[config.mk]
export PLATFORM = sky130hd
export DESIGN_NAME = h_uart_rx
export DESIGN_NICKNAME = d
export VERILOG_FILES = /design/src/rtl/h_uart_rx.sv
export SDC_FILE = /design/constraint.sdc
export NUM_CORES = 1
export LEC_CHECK = 0
export CELL_PAD_IN_SITES_DETAIL_PLACEMENT = 1
export CELL_PAD_IN_SITES_GLOBAL_PLACEMENT = 2
export CORE_ASPECT_RATIO = 1.2
export CORE_MARGIN = 2
export CORE_UTILIZATION = 40
export CTS_BUF_LIST = sky130_fd_sc_hd__clkbuf_8
export DETAILED_ROUTE_END_ITERATION = 10
export GPL_TIMING_DRIVEN = 0
export PLACE_DENSITY = 0.78
export SYNTH_ARGS = -nofsm -noshare
export SYNTH_HDL_FRONTEND = slang
export SYNTH_SLANG_ARGS = --single-unit
[constraint.sdc]
create_clock -name clk -period 4.95 [get_ports clk]
set_input_delay 0.99 -clock clk [delete_from_list [all_inputs] [get_ports clk]]
set_output_delay 0.99 -clock clk [all_outputs]
set_load 0.02 [all_outputs]
[src/rtl/h_uart_rx.sv]
// Hack host-link UART receiver: 8N1 bytes are paired into 16-bit words, high byte first.
// Define H_UART_RX_PARITY_EN to add one even-parity bit after the data bits.
module h_uart_rx #(
  parameter int CLKS_PER_BIT = 16
) (
  input  logic        clk,
  input  logic        rst,
  input  logic        rx,
  output logic [15:0] word_out,
  output logic        word_valid,
  output logic        frame_err,
  output logic        busy
);

  localparam int CNT_W = $clog2(CLKS_PER_BIT);
  localparam logic [CNT_W-1:0] HALF_M1 = CNT_W'(CLKS_PER_BIT / 2 - 1);
  localparam logic [CNT_W-1:0] FULL_M1 = CNT_W'(CLKS_PER_BIT - 1);

  localparam logic [2:0] S_IDLE      = 3'd0;
  localparam logic [2:0] S_START     = 3'd1;
  localparam logic [2:0] S_DATA      = 3'd2;
  localparam logic [2:0] S_STOP      = 3'd3;
  localparam logic [2:0] S_WAIT_IDLE = 3'd4;
`ifdef H_UART_RX_PARITY_EN
  localparam logic [2:0] S_PARITY    = 3'd5;
`endif

  logic             sync_reg;
  logic             rxs_reg;
  logic [2:0]       state_reg;
  logic [CNT_W-1:0] cnt_reg;
  logic [2:0]       bit_idx_reg;
  logic [7:0]       shift_reg;
  logic [7:0]       high_reg;
  logic             phase_reg;
  logic             par_ok;

`ifdef H_UART_RX_PARITY_EN
  logic par_reg;
  // Even parity: data bits plus parity bit must XOR to zero.
  assign par_ok = ((^shift_reg) == par_reg);
`else
  assign par_ok = 1'b1;
`endif

  assign busy = (state_reg != S_IDLE);

  always_ff @(posedge clk or posedge rst) begin
    if (rst) begin
      sync_reg    <= 1'b1;
      rxs_reg     <= 1'b1;
      state_reg   <= S_IDLE;
      cnt_reg     <= '0;
      bit_idx_reg <= 3'd0;
      shift_reg   <= 8'h00;
      high_reg    <= 8'h00;
      phase_reg   <= 1'b0;
      word_out    <= 16'h0000;
      word_valid  <= 1'b0;
      frame_err   <= 1'b0;
`ifdef H_UART_RX_PARITY_EN
      par_reg     <= 1'b0;
`endif
    end else begin
      sync_reg   <= rx;
      rxs_reg    <= sync_reg;
      word_valid <= 1'b0;
      frame_err  <= 1'b0;

      case (state_reg)
        S_IDLE: begin
          if (!rxs_reg) begin
            state_reg <= S_START;
            cnt_reg   <= '0;
          end
        end

        S_START: begin
          if (cnt_reg == HALF_M1) begin
            cnt_reg <= '0;
            if (!rxs_reg) begin
              state_reg   <= S_DATA;
              bit_idx_reg <= 3'd0;
            end else begin
              state_reg <= S_IDLE;
            end
          end else begin
            cnt_reg <= cnt_reg + 1'b1;
          end
        end

        S_DATA: begin
          if (cnt_reg == FULL_M1) begin
            cnt_reg     <= '0;
            shift_reg   <= {rxs_reg, shift_reg[7:1]};
            bit_idx_reg <= bit_idx_reg + 3'd1;
            if (bit_idx_reg == 3'd7) begin
`ifdef H_UART_RX_PARITY_EN
              state_reg <= S_PARITY;
`else
              state_reg <= S_STOP;
`endif
            end
          end else begin
            cnt_reg <= cnt_reg + 1'b1;
          end
        end

`ifdef H_UART_RX_PARITY_EN
        S_PARITY: begin
          if (cnt_reg == FULL_M1) begin
            cnt_reg   <= '0;
            par_reg   <= rxs_reg;
            state_reg <= S_STOP;
          end else begin
            cnt_reg <= cnt_reg + 1'b1;
          end
        end
`endif

        S_STOP: begin
          if (cnt_reg == FULL_M1) begin
            cnt_reg <= '0;
            if (rxs_reg && par_ok) begin
              state_reg <= S_IDLE;
              if (!phase_reg) begin
                high_reg  <= shift_reg;
                phase_reg <= 1'b1;
              end else begin
                word_out   <= {high_reg, shift_reg};
                word_valid <= 1'b1;
                phase_reg  <= 1'b0;
              end
            end else begin
              // A bad frame also drops any half-assembled word.
              frame_err <= 1'b1;
              phase_reg <= 1'b0;
              state_reg <= S_WAIT_IDLE;
            end
          end else begin
            cnt_reg <= cnt_reg + 1'b1;
          end
        end

        S_WAIT_IDLE: begin
          if (rxs_reg) begin
            state_reg <= S_IDLE;
          end
        end

        default: state_reg <= S_IDLE;
      endcase
    end
  end

endmodule
==> results of run 1 <==
-- placed cells by master (no fill, tap or decap), types with 3 or more instances in the layout --
cell             instances
clkbuf_1                 4
clkbuf_8                 6
clkdlybuf4s50_1         21
dfrtp_1                 45
ha_1                     3
inv_1                    3
mux2_2                  24
nand2_1                 31
nor2_1                   5
o21ai_0                  3
-- cells by family (layout without fill, tap and decap cells) --
logic type / Yosys count / in the layout
adders and majority gates: 3 / 3
muxes: 27 / 27
buffers and inverters: 9 / 39
AOI/OAI and AO/OA: 13 / 13
and+or+nand+nor: 51 / 51
DFF: 47 / 47
-- cell type report --
cell class                      instances  area share (%)
Buffer                                  6            1.20
Clock buffer                            6            3.60
Clock inverter                          2           0.545
Inverter                                3           0.490
Multi-Input combinational cell         94            29.6
Sequential cell                        47            51.3
Tap cell                               58            3.16
Timing Repair Buffer                   22            10.0
-- how the worst max path moves through the flow --
| stage | start | to | slack, ns | cells after the start |
|---|---|---|---|---|
| after floorplan | rst | bit_idx_reg[0] | 2.85 | 1 |
| final | state_reg[2] | busy | 2.15 | 3 |
| after global placement | rst | high_reg[2] | 1.99 | 2 |
| after detailed placement | state_reg[2] | busy | 2.46 | 3 |
| after CTS | state_reg[2] | busy | 2.13 | 3 |
| after global routing | state_reg[2] | busy | 2.07 | 3 |
-- power by group --
part / leakage [nW] / internal, mW / switching [mW]
logic: 0.429 / 0.0549 / 0.0683
registers: 0.642 / 0.412 / 0.0336
clock network: 0.0526 / 0.112 / 0.124
-- Yosys cell counts (all sizes together), types with 3 or more instances --
cell	number	area, sq um
inv	3	11.3
o21ai	3	15.0
dfrtp	45	1130
ha	3	37.5
clkbuf	4	15.0
nor2	6	30.0
mux2	25	282
nand2	31	116
-- routing by layer --
layer | wire [um] | vias up | global-route usage, % | part of all wire, %
met5 | 0 | - | 0 | 0
met4 | 51 | 0 | 5.51 | 1.4
met3 | 87 | 7 | 3.10 | 2.4
met2 | 2000 | 13 | 28.2 | 54
met1 | 1550 | 612 | 20.4 | 42
li1 | - | 567 | - | -
-- critical path, cell delays in order (launching register included) --
cell	delay, ns
dfrtp_1	0.41
clkbuf_1	0.23
or3_1	0.34
clkdlybuf4s50_1	0.54
==> flow_summary.ini, run 1 <==
[grt]
grt_max_degree = 36
grt_pass1_vias = 1329
grt_pass1_wl_um = 6450
antenna_found_initial = 0
grtUsageTotal_pct = 16.4
overflow = 0

[worst_setup_path]
regToRegSetupSlack_ns = 2.58
critPathLaunchType = flop
path_class = reg2out
r2r-start = cnt_reg[0]
r2r_cells = 7
r2r_end = word_out[8]
path_max_fanout = 10
critical_path.endpoint_type = output port
cp.required_ns = 3.96
critPathArrivalTime_ns = 1.81

[yosys]
synth_ff_type = dfrtp_1
synth-compound-area-share_pct = 4.68
synth.distinct_cells = 32
syn_nets = 156
yosys.area_share.simple_pct = 13.3
synth_top_family_by_area = multiplexers
synth_xor_area_share_pct = 0
netlist_area_sq_um = 1900
yosysWarnings = 0
ys_seq_area_share_pct = 62.1
synth_edf_count = 0
yosys_register_bits = 47
synthMuxAreaShare_pct = 15.9
syn_inst = 150
synthAdderAreaFrac_pct = 1.98
async_flop_share_pct = 100
syn_area_per_cell_sq_um = 12.7

[final_layout]
final_area_sq_um = 2300
diodes = 0
drive_gt1_share_pct = 22.2
seq_area_sq_um = 1180
n_fill_cell = 503
fin_util_pct = 50.0
layout.nets = 185
multi_input_area_sq_um = 681
finalNonFillerCells = 238
largest_reg_flops = 16
area_growth_pct = 21.0

[route]
vias_per_cell = 5.04
avgRoutedWirePerCell_um = 15.5
detail-route-antenna-nets = 0
drt_iter0_drc = 28
first_pass_iters = 2
drc_errors = 0
via_count = 1199
drt_wl_total_um = 3690

[placement]
dp.cells = 230
place_ws_ns = 2.46
hpwlAfterDp_um = 2650
numPortBuffers = 21
gp_congestion = 0.749
place_area_sq_um = 2200

[clock_tree]
cts_tree = yes
clk_latency_ns = 0.29
clk_pin_slew_ns = 0.08
cts-root-buf = clkbuf_8
cts_buffers = 5
clock-sinks = 47
ctsHoldBuffers = 0
cts.repair.resized = 0
cts.htree.levels = 2
postCtsSetupRepairBufs = 0
cts.path.max_buffers = 2

[timing]
clock.fmax_ghz = 0.357
hold_violations = 0
fin_crit_ns = 2.80
fin_crit_sh_pct = 56.6
worst_pin_slew_ns = 0.540
setup_tns_ns = 0
finalSetupViolCount = 0
slew_headroom_pct = 64.0
fin_ws_ns = 2.15
rsz0062_at_grt = false
holdWs_ns = 0.365
drv_slew = 0
finalClockSkew_ns = 0.00730

[pwr]
peakVddDrop_v = 0.000193
pwr_density_cell_nw_per_um2 = 350
leakagePower_nw = 1.12
p_total_mw = 0.805

[floorplan]
start_util_pct = 41.3
row_count = 27
die_x_um = 66.9
dieArea_sq_um = 5310
die_y_um = 79.5
io_pins = 22
core_sq_um = 4590

[hold_path]
hold_path_depth = 0
min-delay-start = sync_reg
min_to = rxs_reg
hold_class = reg2reg

[run]
cap_violations = 0

[run_status]
status = finished, final reports clean
No activity file was read; power rests on OpenSTA's default activity.
==> run 2: changes to the inputs <==
--- a/config.mk
+++ b/config.mk
@@ -9,11 +9,11 @@
 export CELL_PAD_IN_SITES_GLOBAL_PLACEMENT = 2
 export CORE_ASPECT_RATIO = 1.2
 export CORE_MARGIN = 2
-export CORE_UTILIZATION = 40
+export CORE_UTILIZATION = 35
 export CTS_BUF_LIST = sky130_fd_sc_hd__clkbuf_8
 export DETAILED_ROUTE_END_ITERATION = 10
 export GPL_TIMING_DRIVEN = 0
-export PLACE_DENSITY = 0.78
+export PLACE_DENSITY = 0.72
 export SYNTH_ARGS = -nofsm -noshare
 export SYNTH_HDL_FRONTEND = slang
 export SYNTH_SLANG_ARGS = --single-unit
==> constraint.sdc (replaced) <==
create_clock -name clk -period 2.3 [get_ports clk]
set_input_delay 0.46 -clock clk [delete_from_list [all_inputs] [get_ports clk]]
set_output_delay 0.46 -clock clk [all_outputs]
set_load 0.02 [all_outputs]
==> flow_summary.ini, run 2 (same netlist as run 1, synthesis figures left out) <==
[clock_tree]
cts.path.max_buffers = 2
clk_latency_ns = 0.29
cts.htree.levels = 2
cts-root-buf = clkbuf_8
cts_buffers = 5
clock-sinks = 47
clk_pin_slew_ns = 0.08
ctsHoldBuffers = 0
cts_tree = yes

[placement]
hpwlAfterDp_um = 2640
numPortBuffers = 21
place_ws_ns = -0.0672
gp_congestion = 0.681

[route]
first_pass_iters = 4
top_layer_used = met4
drc_errors = 0
drt-met1-wl_um = 1640
vias_per_cell = 5.05
avgRoutedWirePerCell_um = 15.4
drt_wl_total_um = 3750
met3_length_um = 123
wl_met2_um = 1920
detail-route-antenna-nets = 0
via_count = 1231
drt_iter0_drc = 22

[final_layout]
area_growth_pct = 22.2
final_cell_mix = 45 x dfrtp_1, 31 x nand2_1, 24 x mux2_2, 20 x clkdlybuf4s50_1, 6 x clkbuf_8
layout.nets = 188
final_common_cell = dfrtp_1
largest_reg_flops = 16
diodes = 0
drive_gt1_share_pct = 24.2

[timing]
setup_tns_ns = 0
slew_headroom_pct = 72.0
drv_slew = 0
holdWs_ns = 0.361
fin_crit_sh_pct = 95.4
clock.fmax_ghz = 0.456
finalClockSkew_ns = 0.00410
rsz0062_at_grt = false
fin_ws_ns = 0.105
finalSetupViolCount = 0
worst_pin_slew_ns = 0.416
fin_crit_ns = 2.20
hold_violations = 0

[worst_setup_path]
critPathArrivalTime_ns = 2.38
path_class = reg2reg
critical_path.endpoint_type = flop
r2r_cells = 7
cp.required_ns = 2.48
critPathLaunchType = flop
path_max_fanout = 5

[grt]
grt_pass1_wl_um = 6420
grt_max_degree = 37
overflow = 0
antenna_found_initial = 0
grt_pass1_vias = 1367
grtUsageTotal_pct = 13.6

[pwr]
pwr_density_cell_nw_per_um2 = 743
leakagePower_nw = 1.14
peakVddDrop_v = 0.000258
p_total_mw = 1.72

[floorplan]
dieArea_sq_um = 6030
die_y_um = 84.7
io_pins = 22
core_sq_um = 5260
die_x_um = 71.2
row_count = 29
start_util_pct = 36.1

[run_status]
status = finished, final reports clean

[run]
cap_violations = 0

[hold_path]
hold_class = reg2reg
hold_path_depth = 0
[run 2: layout make-up]
class,count,area [sq um]
repair buffers,25,255
well taps,62,77.6
plain buffers,6,28.8
fillers,545,2940
inverters,3,11.3
multi-input cells,94,681
clock inverters,1,5.00
flip-flops and latches,47,1180
clock buffers,6,82.6
[run 2: worst max-delay path: stages (launching register included)]
cell and delay, ns:
dfrtp_1 0.41, ha_1 0.27, nand3_2 0.14, or3_1 0.38
buf_2 0.18, nor3b_4 0.20, buf_4 0.17, mux2_2 0.33
[run 2: final timing paths]
kind / start / slack (ns) / endpoint
setup / recovery: cnt_reg[0] / 0.10 / high_reg[4]
hold / removal: sync_reg / 0.36 / rxs_reg
setup reg to reg: cnt_reg[0] / 0.10 / high_reg[4]
hold reg to reg: sync_reg / 0.36 / rxs_reg
max in group asynchronous: rst / 1.36 / rxs_reg
min in group asynchronous: rst / 0.42 / word_valid
[run 2: power by group]
part	internal, mW	switching, mW	leakage [nW]
combinational	0.116	0.149	0.455
clock	0.236	0.261	0.0470
sequential	0.886	0.0744	0.642
[run 2: per-stage QoR]
stage,instances,util [%],instance area [sq um]
finish,244,44.1,2320
global route,244,44.1,2320
CTS,244,44.0,2320
detailed placement,234,41.9,2210
global placement,233,41.5,2190
floorplan,150,-,1900
[run 2: repair_timing]
item / in CTS / in global routing
setup buffers: 3 / 0
pin swaps: 2 / 0
gates resized for setup: 0 / 3
endpoints found under the setup margin: 17 / 1
[run 2: per-layer routing]
layer / global-route usage, % / up-vias
li1: - / 577
met5: 0 / -
met4: 5.49 / 0
met1: 16.8 / 625
met2: 22.3 / 21
met3: 3.60 / 8
==> run 3: changes to the inputs <==
--- a/config.mk
+++ b/config.mk
@@ -6,14 +6,15 @@
 export NUM_CORES = 1
 export LEC_CHECK = 0
 export CELL_PAD_IN_SITES_DETAIL_PLACEMENT = 1
-export CELL_PAD_IN_SITES_GLOBAL_PLACEMENT = 2
+export CELL_PAD_IN_SITES_GLOBAL_PLACEMENT = 1
 export CORE_ASPECT_RATIO = 1.2
 export CORE_MARGIN = 2
-export CORE_UTILIZATION = 35
+export CORE_UTILIZATION = 40
 export CTS_BUF_LIST = sky130_fd_sc_hd__clkbuf_8
+export CTS_CLUSTER_SIZE = 28
 export DETAILED_ROUTE_END_ITERATION = 10
 export GPL_TIMING_DRIVEN = 0
-export PLACE_DENSITY = 0.72
+export PLACE_DENSITY = 0.7
 export SYNTH_ARGS = -nofsm -noshare
 export SYNTH_HDL_FRONTEND = slang
 export SYNTH_SLANG_ARGS = --single-unit
==> flow_summary.ini, run 3 (same netlist as run 1, synthesis figures left out) <==
[timing]
drv_slew = 0
hold_violations = 0
worst_pin_slew_ns = 0.442
finalClockSkew_ns = 0.00866
clock.fmax_ghz = 0.465
fin_crit_sh_pct = 93.6
fin_crit_ns = 2.15
rsz0062_at_grt = false
finalSetupViolCount = 0
slew_headroom_pct = 70.3
setup_tns_ns = 0

[worst_setup_path]
critical_path.endpoint_type = flop
worst_path_max_delay_cell = dfrtp_1
crit_start = cnt_reg[0]
crit_path_end = high_reg[1]
r2r-start = cnt_reg[0]
critPathLaunchType = flop
slowest_delay_ns = 0.45
r2r_cells = 7
critPathArrivalTime_ns = 2.32
regToRegSetupSlack_ns = 0.15
cp.required_ns = 2.47
path_delay_family = simple AND/OR/NAND/NOR gates
r2r_end = high_reg[1]
path_class = reg2reg
cp.buffers_inverters = 2
cp_cell_sequence = ha_4 -> nand3_2 -> or3_1 -> buf_2 -> nor3b_4 -> buf_4 -> mux2_2
path_max_fanout = 6
cp.depth = 7

[clock_tree]
cts_tree = yes
ctsHoldBuffers = 0
cts.path.max_buffers = 2
cts.htree.levels = 2
clk_pin_slew_ns = 0.08
clock-sinks = 47
clk_latency_ns = 0.29
cts_buffers = 5
cts-root-buf = clkbuf_8

[route]
vias_per_cell = 5.06
via_count = 1214
drc_errors = 0
detail-route-antenna-nets = 0
drt_wl_total_um = 3510
avgRoutedWirePerCell_um = 14.6
drt_iter0_drc = 30
first_pass_iters = 4

[final_layout]
final_area_sq_um = 2340
final_common_cell = dfrtp_1
area_growth_pct = 23.4
diodes = 0
layout.nets = 188
final_cell_mix = 45 x dfrtp_1, 31 x nand2_1, 24 x mux2_2, 20 x clkdlybuf4s50_1
largest_reg_flops = 16
fin_util_pct = 51.0
drive_gt1_share_pct = 24.2
finalNonFillerCells = 240
n_fill_cell = 511

[floorplan]
die_y_um = 79.5
core_sq_um = 4590
row_count = 27
io_pins = 22
die_x_um = 66.9
dieArea_sq_um = 5310
start_util_pct = 41.3

[pwr]
leakagePower_nw = 1.15
pwr_density_cell_nw_per_um2 = 771
peakVddDrop_v = 0.000379
p_total_mw = 1.81

[grt]
grtUsageTotal_pct = 15.9
antenna_found_initial = 0
overflow = 0
grt_pass1_vias = 1344
grt_pass1_wl_um = 6390
grt_max_degree = 35

[placement]
dp.cells = 230
hpwlAfterDp_um = 2440
numPortBuffers = 21
gp_congestion = 0.677
place_area_sq_um = 2200

[run]
cap_violations = 0

[run_status]
status = finished, final reports clean

[hold_path]
hold_class = reg2reg
-- run 3: cell types whose count changed in the layout (fill, tap and decap cells not counted) --
cell,before,now
clkinv_2,1,0
ha_4,0,1
ha_1,3,2
inv_1,2,3
clkbuf_8,6,5
bufinv_16,0,1
-- run 3: worst min-delay path by stage --
stage	slack (ns)	end	cells past startpoint	start
after global routing	0.37	rxs_reg	0	sync_reg
final	0.36	rxs_reg	0	sync_reg
after detailed placement	0.35	rxs_reg	0	sync_reg
after CTS	0.37	rxs_reg	0	sync_reg
after floorplan	0.35	rxs_reg	0	sync_reg
after global placement	0.35	rxs_reg	0	sync_reg
-- run 3: stage by stage --
| step | setup WS (ns) | hold slack [ns] |
|---|---|---|
| global route | 0.00945 | 0.366 |
| floorplan | 0.249 | 0.345 |
| global placement | -0.112 | 0.348 |
| finish | 0.148 | 0.363 |
| detailed placement | -0.0720 | 0.353 |
| CTS | 0.0218 | 0.365 |
-- run 3: repair_timing --
| item | 4_1_cts | 5_1_grt |
|---|---|---|
| endpoints found under the setup margin | 17 | 9 |
| pin swaps | 2 | 0 |
| buffers inserted | 3 | 0 |
| gates cloned | 0 | 0 |
| endpoints found under the hold margin | 0 | 0 |
| gates resized for setup | 0 | 5 |
-- run 3: where the power goes --
group          switching, mW  internal, mW  total [mW]
Combinational          0.148         0.130       0.278
Sequential            0.0799         0.886       0.966
Clock                  0.249         0.314       0.563
-- run 3: area by class of cell --
| type | instances | area [sq um] | share of cell area (%) |
|---|---|---|---|
| sequential | 47 | 1180 | 50.3 |
| clock inverter | 2 | 33.8 | 1.44 |
| inverter | 3 | 11.3 | 0.481 |
| clock buffer | 5 | 68.8 | 2.94 |
| tap | 58 | 72.6 | 3.10 |
| buffer | 6 | 28.8 | 1.23 |
| timing repair buffer | 25 | 255 | 10.9 |
| multi-input combinational | 94 | 693 | 29.6 |
-- run 3: metal layers --
metal / part of all wire [%] / vias up / track usage [%]
met5: 0 / - / 0
met2: 51 / 17 / 25.8
li1: - / 574 / -
met1: 46 / 621 / 21.5
met4: 0.31 / 0 / 3.67
met3: 3.2 / 2 / 3.95
